File: src/rtl/pipe_ctrl_pkg.sv
// Shared encodings for the pipeline sequencer: PC mux selects, IRQ FSM states
// and the default memory-stall timeout.
package pipe_ctrl_pkg;
  localparam logic [1:0] PC_SEL_PC4 = 2'd0;
  localparam logic [1:0] PC_SEL_BR  = 2'd1;
  localparam logic [1:0] PC_SEL_JMP = 2'd2;
  localparam logic [1:0] PC_SEL_IRQ = 2'd3;

  typedef enum logic [1:0] {
    ST_RUN     = 2'd0,
    ST_PEND    = 2'd1,
    ST_HANDLER = 2'd2
  } irq_state_t;

  localparam int STALL_TIMEOUT_DEF = 255;
endpackage

File: src/rtl/pipe_irq_fsm.sv
// Interrupt-entry sequencer: latches a request until a clean pipeline cycle,
// then fires a one-cycle take and sits in HANDLER until eret.
module pipe_irq_fsm
  import pipe_ctrl_pkg::*;
(
  input  logic sysclk,
  input  logic reset,
  input  logic clean,
  input  logic irq_req,
  input  logic irq_en,
  input  logic id_eret,
  input  logic mem_busy,
  output logic take,
  output logic in_handler
);
  irq_state_t r_state, w_next;

  always_ff @(posedge sysclk) begin
    if (reset) r_state <= ST_RUN;
    else       r_state <= w_next;
  end

  always_comb begin
    w_next = r_state;
    take   = 1'b0;
    if (!reset) begin
      unique case (r_state)
        ST_RUN: if (irq_req && irq_en) begin
          take   = clean;
          w_next = clean ? ST_HANDLER : ST_PEND;
        end
        // Request is already latched here, so irq_req no longer matters.
        ST_PEND: if (!irq_en) begin
          w_next = ST_RUN;
        end else if (clean) begin
          take   = 1'b1;
          w_next = ST_HANDLER;
        end
        ST_HANDLER: if (id_eret && !mem_busy) w_next = ST_RUN;
        default: w_next = ST_RUN;
      endcase
    end
  end

  assign in_handler = (r_state == ST_HANDLER);
endmodule

File: src/rtl/pipeline_hazard_ctrl.sv
// Pipeline register enables, flushes, holds and PC select for the 5-stage core.
// Optional performance counters are built when PIPE_PERF_CNT_EN is defined.
module pipeline_hazard_ctrl
  import pipe_ctrl_pkg::*;
#(
  parameter int STALL_TIMEOUT = STALL_TIMEOUT_DEF
`ifdef PIPE_PERF_CNT_EN
  , parameter int CNT_W = 16
`endif
) (
  input  logic       sysclk,
  input  logic       reset,
  input  logic [4:0] id_rs,
  input  logic [4:0] id_rt,
  input  logic       id_jump,
  input  logic       id_eret,
  input  logic [4:0] ex_rt,
  input  logic       ex_mem_read,
  input  logic       ex_branch_taken,
  input  logic       mem_busy,
  input  logic       irq_req,
  input  logic       irq_en,
  output logic       pc_write,
  output logic [1:0] pc_sel,
  output logic       if_id_write,
  output logic       if_flush,
  output logic       id_ex_flush,
  output logic       pipe_hold,
  output logic       irq_ack,
  output logic       epc_capture,
  output logic       in_handler,
  output logic       stall_err
`ifdef PIPE_PERF_CNT_EN
  , output logic [CNT_W-1:0] perf_stall_cnt
  , output logic [CNT_W-1:0] perf_flush_cnt
  , output logic [CNT_W-1:0] perf_irq_cnt
`endif
);
  localparam int            CW   = $clog2(STALL_TIMEOUT + 1);
  localparam logic [CW-1:0] TO_V = CW'(STALL_TIMEOUT);

  logic          w_load_use, w_clean, w_take;
  logic [CW-1:0] r_stall_cnt;
  logic          r_stall_err;

  assign w_load_use = ex_mem_read && (ex_rt != 5'd0) && (ex_rt == id_rs || ex_rt == id_rt);
  assign w_clean    = !mem_busy && !ex_branch_taken && !w_load_use && !id_jump;

  pipe_irq_fsm u_irq_fsm (
    .sysclk     (sysclk),
    .reset      (reset),
    .clean      (w_clean),
    .irq_req    (irq_req),
    .irq_en     (irq_en),
    .id_eret    (id_eret),
    .mem_busy   (mem_busy),
    .take       (w_take),
    .in_handler (in_handler)
  );

  always_comb begin
    pc_write    = 1'b1;
    pc_sel      = PC_SEL_PC4;
    if_id_write = 1'b1;
    if_flush    = 1'b0;
    id_ex_flush = 1'b0;
    pipe_hold   = 1'b0;
    irq_ack     = 1'b0;
    epc_capture = 1'b0;
    if (reset) begin
      pc_write    = 1'b0;
      if_id_write = 1'b0;
      if_flush    = 1'b1;
      id_ex_flush = 1'b1;
    end else if (mem_busy) begin
      // Freeze everything; lower-priority events are re-seen next cycle.
      pc_write    = 1'b0;
      if_id_write = 1'b0;
      pipe_hold   = 1'b1;
    end else if (ex_branch_taken) begin
      pc_sel      = PC_SEL_BR;
      if_flush    = 1'b1;
      id_ex_flush = 1'b1;
    end else if (w_load_use) begin
      pc_write    = 1'b0;
      if_id_write = 1'b0;
      id_ex_flush = 1'b1;
    end else if (id_jump) begin
      pc_sel      = PC_SEL_JMP;
      if_flush    = 1'b1;
    end else if (w_take) begin
      pc_sel      = PC_SEL_IRQ;
      if_flush    = 1'b1;
      irq_ack     = 1'b1;
      epc_capture = 1'b1;
    end
  end

  always_ff @(posedge sysclk) begin
    if (reset) begin
      r_stall_cnt <= '0;
      r_stall_err <= 1'b0;
    end else if (mem_busy) begin
      if (r_stall_cnt != TO_V)          r_stall_cnt <= r_stall_cnt + 1'b1;
      if (r_stall_cnt >= TO_V - 1'b1)   r_stall_err <= 1'b1;
    end else begin
      r_stall_cnt <= '0;
    end
  end

  assign stall_err = r_stall_err;

`ifdef PIPE_PERF_CNT_EN
  always_ff @(posedge sysclk) begin
    if (reset) begin
      perf_stall_cnt <= '0;
      perf_flush_cnt <= '0;
      perf_irq_cnt   <= '0;
    end else begin
      if (w_load_use || mem_busy) perf_stall_cnt <= perf_stall_cnt + 1'b1;
      if (if_flush)               perf_flush_cnt <= perf_flush_cnt + 1'b1;
      if (irq_ack)                perf_irq_cnt   <= perf_irq_cnt + 1'b1;
    end
  end
`endif
endmodule
File: config.mk
export PLATFORM = sky130hd
export DESIGN_NAME = pipeline_hazard_ctrl
export DESIGN_NICKNAME = d
export VERILOG_FILES = /design/src/rtl/pipe_ctrl_pkg.sv /design/src/rtl/pipe_irq_fsm.sv /design/src/rtl/pipeline_hazard_ctrl.sv
export SDC_FILE = /design/constraint.sdc
export NUM_CORES = 1
export LEC_CHECK = 0
export CAP_MARGIN = 20
export CELL_PAD_IN_SITES_DETAIL_PLACEMENT = 0
export CELL_PAD_IN_SITES_GLOBAL_PLACEMENT = 1
export CORE_MARGIN = 2
export CORE_UTILIZATION = 28
export DETAILED_ROUTE_END_ITERATION = 10
export GPL_ROUTABILITY_DRIVEN = 0
export PLACE_DENSITY_LB_ADDON = 0.1
export SLEW_MARGIN = 20
export SYNTH_ARGS = -nofsm -noshare
export SYNTH_HDL_FRONTEND = slang
export SYNTH_SLANG_ARGS = --single-unit
File: constraint.sdc
create_clock -name sysclk -period 1.7 [get_ports sysclk]
set_input_delay 0.17 -clock sysclk [delete_from_list [all_inputs] [get_ports sysclk]]
set_output_delay 0.17 -clock sysclk [all_outputs]
set_load 0.03 [all_outputs]
## Word level (Yosys, flattened, before mapping)

Index checks and enable logic that the tools add are counted.
Widths: inputs -> output; s select.

| word-level totals | value |
|---|---|
| memories | 0 |
| bits in writable memories | 0 |
| register bits after elaboration | 11 |
| latch bits | 0 |
| memory bits (read-only) | 0 |
| logic and storage cells | 69 |
| input bits | 24 |
| output and inout port bits | 11 |

| cells by class | value |
|---|---|
| add/sub/neg operators | 1 |
| div/mod/pow operators | 0 |
| equality and inequality tests | 8 |
| shifts and indexed selects | 0 |
| reductions and logical operators | 17 |
| $lt $le $gt $ge | 1 |
| multiplexer cells | 38 |
| multipliers | 0 |
| bitwise logic cells | 1 |

Operators with widths:

| operator | number |
|---|---|
| $mux 1 | 25 |
| $mux 2 | 11 |
| $eq 5x5->1 | 2 |
| $add 8x1->8 const B | 1 |
| $ge 8x8->1 const B | 1 |
| $ne 8x8->1 const B | 1 |
| $logic_and 1x1->1 | 7 |
| $pmux 2 s3 | 1 |
| $reduce_bool 5->1 | 1 |
| $logic_not 1->1 | 4 |
| $ne 2x1->1 const B | 2 |
| $ne 3x2->1 const B | 1 |
| $reduce_and 3->1 | 1 |
| $eq 2x1->1 const B | 1 |
| $eq 2x2->1 const B | 1 |
| $logic_not 2->1 | 1 |
| $pmux 1 s2 | 1 |
| $reduce_and 2->1 | 1 |
| $reduce_or 2->1 | 1 |
| $logic_or 1x1->1 | 1 |
| $not 1->1 | 1 |

## Longest topological paths before layout

Gate-level depths: netlist (run 1).

| logic depth | value |
|---|---|
| word-level depth | 16 |
| gate-level depth with buffers | 5 |
| gate-level depth less buffers | 5 |

## Modules after synthesis

Synthesis (run 1) repeated with hierarchy kept, for this count alone.

| unflattened totals | value |
|---|---|
| cells, all modules | 95 |
| area, all modules | 787.0 um^2 |

By module, submodules not included:

| module | instances | area an instance (um^2) | seq. area each (um^2) | cells each |
|---|---|---|---|---|
| pipeline_hazard_ctrl | 1 | 681.9 | 180.2 | 84 |
| pipe_irq_fsm | 1 | 105.1 | 40.0 | 11 |

## Least setup slack after synthesis (run 1)

No wires, ideal clock.

| timing | value |
|---|---|
| kind | input port to output port |
| start | input port ex_rt[1] |
| end | output port pc_write |
| stages | 5 |
| data arrival time | 2020 ps |
| slack | -490 ps |
| buffers on the path | 1 |
| required time | 1530 ps |
| path through | or4_4 -> o21ai_4 -> nor2_1 -> a21boi_0 -> buf_4 |

| between the ends | value |
|---|---|
| word-level cells in the longest chain between the ends | 7 |
| elaborated cells between the ends (all ways) | 10 |
| classes of those cells | eq/ne (2); mux (4); reduce/logical (4) |

Ends and longest elaborated chain:

| what | line | text |
|---|---|---|
| start: declaration | pipeline_hazard_ctrl.sv:17 | `input logic [4:0] ex_rt,` |
| $eq 5x5->1 or $reduce_bool 5->1 (tied branches) | pipeline_hazard_ctrl.sv:46 | `assign w_load_use = ex_mem_read && (ex_rt != 5'd0) && (ex_rt == id_rs \|\| ex_rt == id_rt);` |
| $logic_or 1x1->1 or $logic_and 1x1->1 (tied branches) | pipeline_hazard_ctrl.sv:46 |  |
| $logic_and 1x1->1 (*) | pipeline_hazard_ctrl.sv:46 |  |
| $mux 1 (*) (4 in a row) | - |  |
| end: declaration | pipeline_hazard_ctrl.sv:23 | `output logic pc_write,` |

Every way passes the cells marked *; elsewhere a longest branch is shown, timed or not.

## Worst setup path after layout (run 1)

| timing | value |
|---|---|
| start | input port ex_rt[4] |
| end | output port id_ex_flush |

| between the ends | value |
|---|---|
| word-level cells in the longest chain between the ends | 7 |
| elaborated cells between the ends (all ways) | 10 |
| classes of those cells | eq/ne (2); mux (4); reduce/logical (4) |

Ends and longest elaborated chain:

| what | line | text |
|---|---|---|
| $eq 5x5->1 or $reduce_bool 5->1 (tied branches) | pipeline_hazard_ctrl.sv:46 |  |
| $logic_or 1x1->1 or $logic_and 1x1->1 (tied branches) | pipeline_hazard_ctrl.sv:46 |  |
| $logic_and 1x1->1 (*) | pipeline_hazard_ctrl.sv:46 |  |
| $mux 1 (*) | pipeline_hazard_ctrl.sv:84 | `end else if (w_load_use) begin` |
| $mux 1 (*) | pipeline_hazard_ctrl.sv:80 | `end else if (ex_branch_taken) begin` |
| $mux 1 (*) | pipeline_hazard_ctrl.sv:75 | `end else if (mem_busy) begin` |
| $mux 1 (*) | pipeline_hazard_ctrl.sv:70 | `if (reset) begin` |
| end: declaration | pipeline_hazard_ctrl.sv:27 | `output logic id_ex_flush,` |

Marks and branches as above.

==> results.yml, run 1 <==
logic_synthesis:
  synth.net_count: 122
  async_flop_share: 0
  synth_seq_cells: 11
  synth_cells: 96
  syn-cell-area_um2: 782.0
  yosysWarnings: 0
  yosys.area_share.simple: 0.2368
  ys_seq_area_frac: 0.2816
  yosys.area.top_type: "dfxtp_1"
  synth-compound-area-share: 0.2112
  postSynthAreaPerCell_um2: 8.146
  synth_flop_cell: "dfxtp_1"
  synthAdderAreaFrac: 0.03200
  yosys-top-cells-area: "dfxtp_1 (28%), xnor2_1 (16%), nor2_1 (5.3%), a21oi_1 (4.5%), ha_1 (3.2%)"
  synth_edf_count: 0
  synth_top_family_by_area: "simple AND/OR/NAND/NOR gates"
  ys_types: 35
  yosys.area.top_type_share: 0.2816
  synth_mux_area_frac: 0.01280
  yosys.area_share.xor_xnor: 0.1680
cells_and_area:
  finalNetCount: 173
  final_cell_mix: "buf_4 (22), clkdlybuf4s50_1 (15), xnor2_1 (14)"
  finalNonFillerCells: 177
  final_util: 0.4857
  final_area_um2: 1316
  final_layout_size_suffix_gt1_frac: 0.2945
  antenna_cells: 0
  fillers: 262
  area_growth_pct: 68.32
  final_common_cell: "buf_4"
detailed_routing:
  m1WireLength_um: 965
  ant_nets: 0
  wl_per_cell_um: 12.03
  drc: 0
  num_vias: 831
  dr_wl_met3_um: 155
  top_layer_used: "met4"
  firstDrtPassIters: 4
  met2_length_um: 956
  wl_um: 2129
  drtIter0Drc: 8
  routed_via_density: 4.695
sta:
  slew_viol_final: 0
  slew_headroom: 0.7273
  clock.fmax_ghz: 0.6003
  rsz0062_at_grt: "true"
  hold_slack_ns: 0.1650
  skew_ns: 0.005741
  min_period_ns: 1.666
  period_share: 0.9799
  tightest_slew_ns: 0.3987
  hold_viol: 0
  finalSetupViolations: 0
critical_path:
  crit_top_cell: "buf_6"
  path_max_fanout: 3
  critical_path_arrival_ns: 1.50
  critPathBufInv: 2
  critPathTopFamily: "simple AND/OR/NAND/NOR gates"
  endpoint_kind: "primary output"
  max_stage_delay_ns: 0.55
  required_ns: 1.53
  worst-setup-path-type: "in -> out"
  cp-start-kind: "primary input"
  cpMaxStageDelayCell: "or4_4"
  crit_chain: "buf_6 > or4_4 > o21ai_4 > nor2_2 > a221o_1 > buf_6"
status:
  run_status: "finished clean"
grt:
  grt.total_usage: 0.1381
  grt_max_degree: 9
  grt_pass1_vias: 803
  overflow: 0
  grt_pass1_wl_um: 3505
  antenna_found_initial: 0
clock_tree:
  cts_max_path_buffers: 2
  cts.clk_slew.worst_paths_ns: 0.07
  cts.sinks: 11
  h-tree-depth: 1
  cts_tree: "done"
  cts_setup_buffers: 0
  clk_latency_ns: 0.27
  cts_root_buffer: "clkbuf_4"
  cts_buffers: 3
  holdBufCountCts: 0
floorplanning:
  ioPinCount: 35
  rows: 19
  dieArea_um2: 3231
  fp.coreArea_um2: 2710
  die_x_um: 56.85
  fp.dieH_um: 56.85
  initial_core_util: 0.2886
placed_design:
  hpwl_um: 1708
  numPlacedInstances: 173
  io_buffers: 34
  place_area_um2: 1241
power:
  ir_drop_v: 0.0005381
  p_per_area_nw_per_um2: 502.6
  power_mw: 0.6615
  leakagePower_nw: 0.5880
run:
  max-cap-violations: 0
min_path:
  holdCritPathClass: "in -> reg"
-- what timing repair did --
action                     in CTS  in global routing
hold endpoints to repair        0                  0
pin swaps                       6                  7
cloned                          0                  0
setup endpoints to repair       8                  4
gates resized for setup        20                 11
-- final timing paths --
check | slack (ns) | cells after the start | startpoint | endpoint
setup / recovery | 0.03 | 6 | ex_rt[4] | id_ex_flush
hold reg to reg | 0.49 | 2 | stall_err$_SDFFE_PP0P_ | stall_err$_SDFFE_PP0P_
hold / removal | 0.17 | 2 | reset | stall_err$_SDFFE_PP0P_
setup reg to reg | 0.28 | 4 | r_stall_cnt[1]$_SDFFE_PN0P_ | r_stall_cnt[1]$_SDFFE_PN0P_
-- per-layer routing --
layer,GRT usage,up-vias
met4,0.07973,0
met1,0.1737,355
met3,0.02765,5
met2,0.2176,30
li1,-,441
met5,0,-
-- Yosys cell counts (2+ instances only) --
| master | number |
|---|---|
| nor4_1 | 2 |
| nand2_1 | 5 |
| xnor2_1 | 14 |
| and3_1 | 3 |
| ha_1 | 2 |
| nand3_1 | 4 |
| buf_4 | 2 |
| nand2b_1 | 3 |
| nor3_1 | 3 |
| nor2_1 | 11 |
| o21ai_0 | 3 |
| a211oi_1 | 2 |
| a21oi_1 | 7 |
| inv_1 | 4 |
| dfxtp_1 | 11 |
-- per-stage QoR --
step                       TNS (ns)  worst slack (ns)
after floorplan           -0.008965         -0.008965
after global placement       -2.162           -0.3163
after detailed placement     -2.267           -0.3214
after CTS                         0          0.006797
after global routing       -0.04958          -0.02678
final                             0           0.03424
-- registers in the layout, indices dropped and copies added, names as in the netlist --
register / cells
r_stall_cnt: 8
u_irq_fsm.r_state: 2
stall_err: 1
-- report_power, final --
part,switching (mW),total (mW),internal (mW)
Combinational,0.0971,0.219,0.122
Sequential,0.00404,0.266,0.262
Clock,0.0857,0.177,0.0909
-- layout make-up --
cell class / instances / area [µm²] / share of cell area
multi-input combinational: 77 / 556.8 / 0.4230
timing repair buffer: 50 / 457.9 / 0.3479
sequential: 11 / 221.5 / 0.1683
tap: 31 / 38.79 / 0.02947
clock buffer: 4 / 26.28 / 0.01996
inverter: 4 / 15.01 / 0.01141
-- kinds of logic after synthesis --
group / after synthesis
fa+ha+maj: 2
buf+inv: 8
simple gates: 36
mux: 1
compound gates: 23
flops: 11
xor+xnor: 15
No activity file was read; power rests on OpenSTA's default activity.
==> run 2: changes to the inputs <==
--- a/config.mk
+++ b/config.mk
@@ -8,10 +8,11 @@
 export CAP_MARGIN = 20
 export CELL_PAD_IN_SITES_DETAIL_PLACEMENT = 0
 export CELL_PAD_IN_SITES_GLOBAL_PLACEMENT = 1
+export CORE_ASPECT_RATIO = 1.2
 export CORE_MARGIN = 2
 export CORE_UTILIZATION = 28
+export CTS_CLUSTER_SIZE = 30
 export DETAILED_ROUTE_END_ITERATION = 10
-export GPL_ROUTABILITY_DRIVEN = 0
 export PLACE_DENSITY_LB_ADDON = 0.1
 export SLEW_MARGIN = 20
 export SYNTH_ARGS = -nofsm -noshare
==> run 2 against run 1 <==
Against the previous run: routed wire length is 2.0% higher; highest routed layer unchanged; clock skew is 0.0043 ns lower; via count is 3.1% higher; fmax is 0.78% lower; sequential share of layout area is 0.69 points lower; first-iteration DRC count is 63% higher; utilization is 1.9 points higher; count of clock-buffer cells in the layout stayed put; die area hardly changed.
==> results.yml, run 2 (synthesized netlist as in run 1, its figures left out) <==
status:
  run_status: "finished clean"
sta:
  finalSetupViolations: 0
  rsz0062_at_grt: "true"
  clock.fmax_ghz: 0.5956
  hold_slack_ns: 0.3397
  slew_headroom: 0.7309
  tightest_slew_ns: 0.3934
  min_period_ns: 1.679
  period_share: 0.9876
  hold_viol: 0
  slew_viol_final: 0
  skew_ns: 0.001417
  setup_ws_ns: 0.02112
detailed_routing:
  routed_via_density: 4.658
  ant_nets: 0
  firstDrtPassIters: 4
  drc: 0
  wl_um: 2171
  wl_per_cell_um: 11.80
  num_vias: 857
  drtIter0Drc: 13
critical_path:
  critPathLaunch: "ex_rt[2]"
  r2r_end: "r_stall_cnt[0]$_SDFFE_PN0P_"
  worst-setup-path-type: "in -> out"
  crit_chain: "buf_6 > or4_4 > o21ai_4 > nor2_2 > a221o_1 > buf_6"
  critPathBufInv: 2
  required_ns: 1.53
  ff2ff_path_depth: 5
  path_max_fanout: 3
  critPathTopFamily: "simple AND/OR/NAND/NOR gates"
  cpMaxStageDelayCell: "or4_4"
  crit_top_cell: "buf_6"
  timing.rr.start: "r_stall_cnt[1]$_SDFFE_PN0P_"
  r2r_slack_ns: 0.30
  critical_path_arrival_ns: 1.51
  max_stage_delay_ns: 0.54
  endpoint_kind: "primary output"
  cp-start-kind: "primary input"
clock_tree:
  cts_buffers: 3
  cts_root_buffer: "clkbuf_4"
  clk_latency_ns: 0.26
  cts_tree: "done"
  cts.clk_slew.worst_paths_ns: 0.07
  cts.sinks: 11
  h-tree-depth: 1
  cts_max_path_buffers: 2
power:
  leakagePower_nw: 0.6128
  ir_drop_v: 0.0004220
  p_per_area_nw_per_um2: 489.4
grt:
  overflow: 0
  grt.total_usage: 0.1304
  antenna_found_initial: 0
  grt_pass1_wl_um: 3256
  grt_max_degree: 10
  grt_pass1_vias: 761
cells_and_area:
  antenna_cells: 0
  final_area_um2: 1380
  largest_reg_flops: 8
  final_common_cell: "buf_4"
  final_layout_size_suffix_gt1_frac: 0.3333
  finalNetCount: 177
  final_cell_mix: "buf_4 (21), xnor2_1 (14), clkdlybuf4s50_1 (13)"
  area_growth_pct: 76.48
  top_register: "r_stall_cnt"
run:
  max-cap-violations: 0
placed_design:
  dp_slack_ns: -0.3263
  place_area_um2: 1245
  gp_congestion: 0.7166
  io_buffers: 34
  hpwl_um: 1688
floorplanning:
  rows: 21
  initial_core_util: 0.2862
  dieArea_um2: 3233
  ioPinCount: 35
  die_x_um: 52.24
  fp.dieH_um: 61.89
  fp.coreArea_um2: 2733
min_path:
  hold_end: "stall_err$_SDFFE_PP0P_"
  hp-start: "reset"
  whs_path_depth: 3
  holdCritPathClass: "in -> reg"
[run 2: layout make-up]
type / instances / area, µm²
multi-input combinational: 77 / 573.1
inverter: 4 / 15.01
clock buffer: 4 / 26.28
timing repair buffer: 54 / 500.5
sequential: 11 / 222.7
fill: 291 / 1353
tap: 34 / 42.54
[run 2: timing repair]
item / in CTS / in global routing
hold buffers: 0 / 0
resized for setup: 24 / 19
setup buffers: 2 / 2
pin swaps: 7 / 9
endpoints found under the setup margin: 8 / 8
[run 2: through the flow]
stage | instances | utilization | setup TNS [ns] | total power [mW]
after global placement | 176 | 0.4556 | -2.264 | 0.4846
after global routing | 184 | 0.5050 | -0.1826 | 0.7048
after floorplan | 96 | - | -0.008965 | 0.3642
final | 184 | 0.5050 | 0 | 0.6755
after CTS | 182 | 0.4730 | 0 | 0.6650
after detailed placement | 176 | 0.4556 | -2.372 | 0.4844
[run 2: layer usage]
metal  up-vias  wire length (µm)  GRT usage  part of all wire
met5         -                 0          0                 0
met4         0                12    0.03297            0.0055
met3         2               125    0.01435             0.058
met2        23               980     0.2080              0.45
met1       384              1053     0.1891              0.49
li1        448                 -          -                 -
[run 2: report_power, final]
part	switching [mW]	internal, mW
Sequential	0.00483	0.262
Clock	0.0848	0.0905
Combinational	0.103	0.130
Total	0.193	0.483
[run 2: how the worst max path moves through the flow]
stage / to / cells past startpoint
final: id_ex_flush / 6
after global routing: irq_ack / 6
after CTS: id_ex_flush / 7
after detailed placement: id_ex_flush / 6
after global placement: id_ex_flush / 6
after floorplan: pc_write / 5
[run 2: worst min-delay path: cells and delay by family]
family,cells,cell delay (ns)
buffers and inverters,2,0.33
and+or+nand+nor,1,0.05
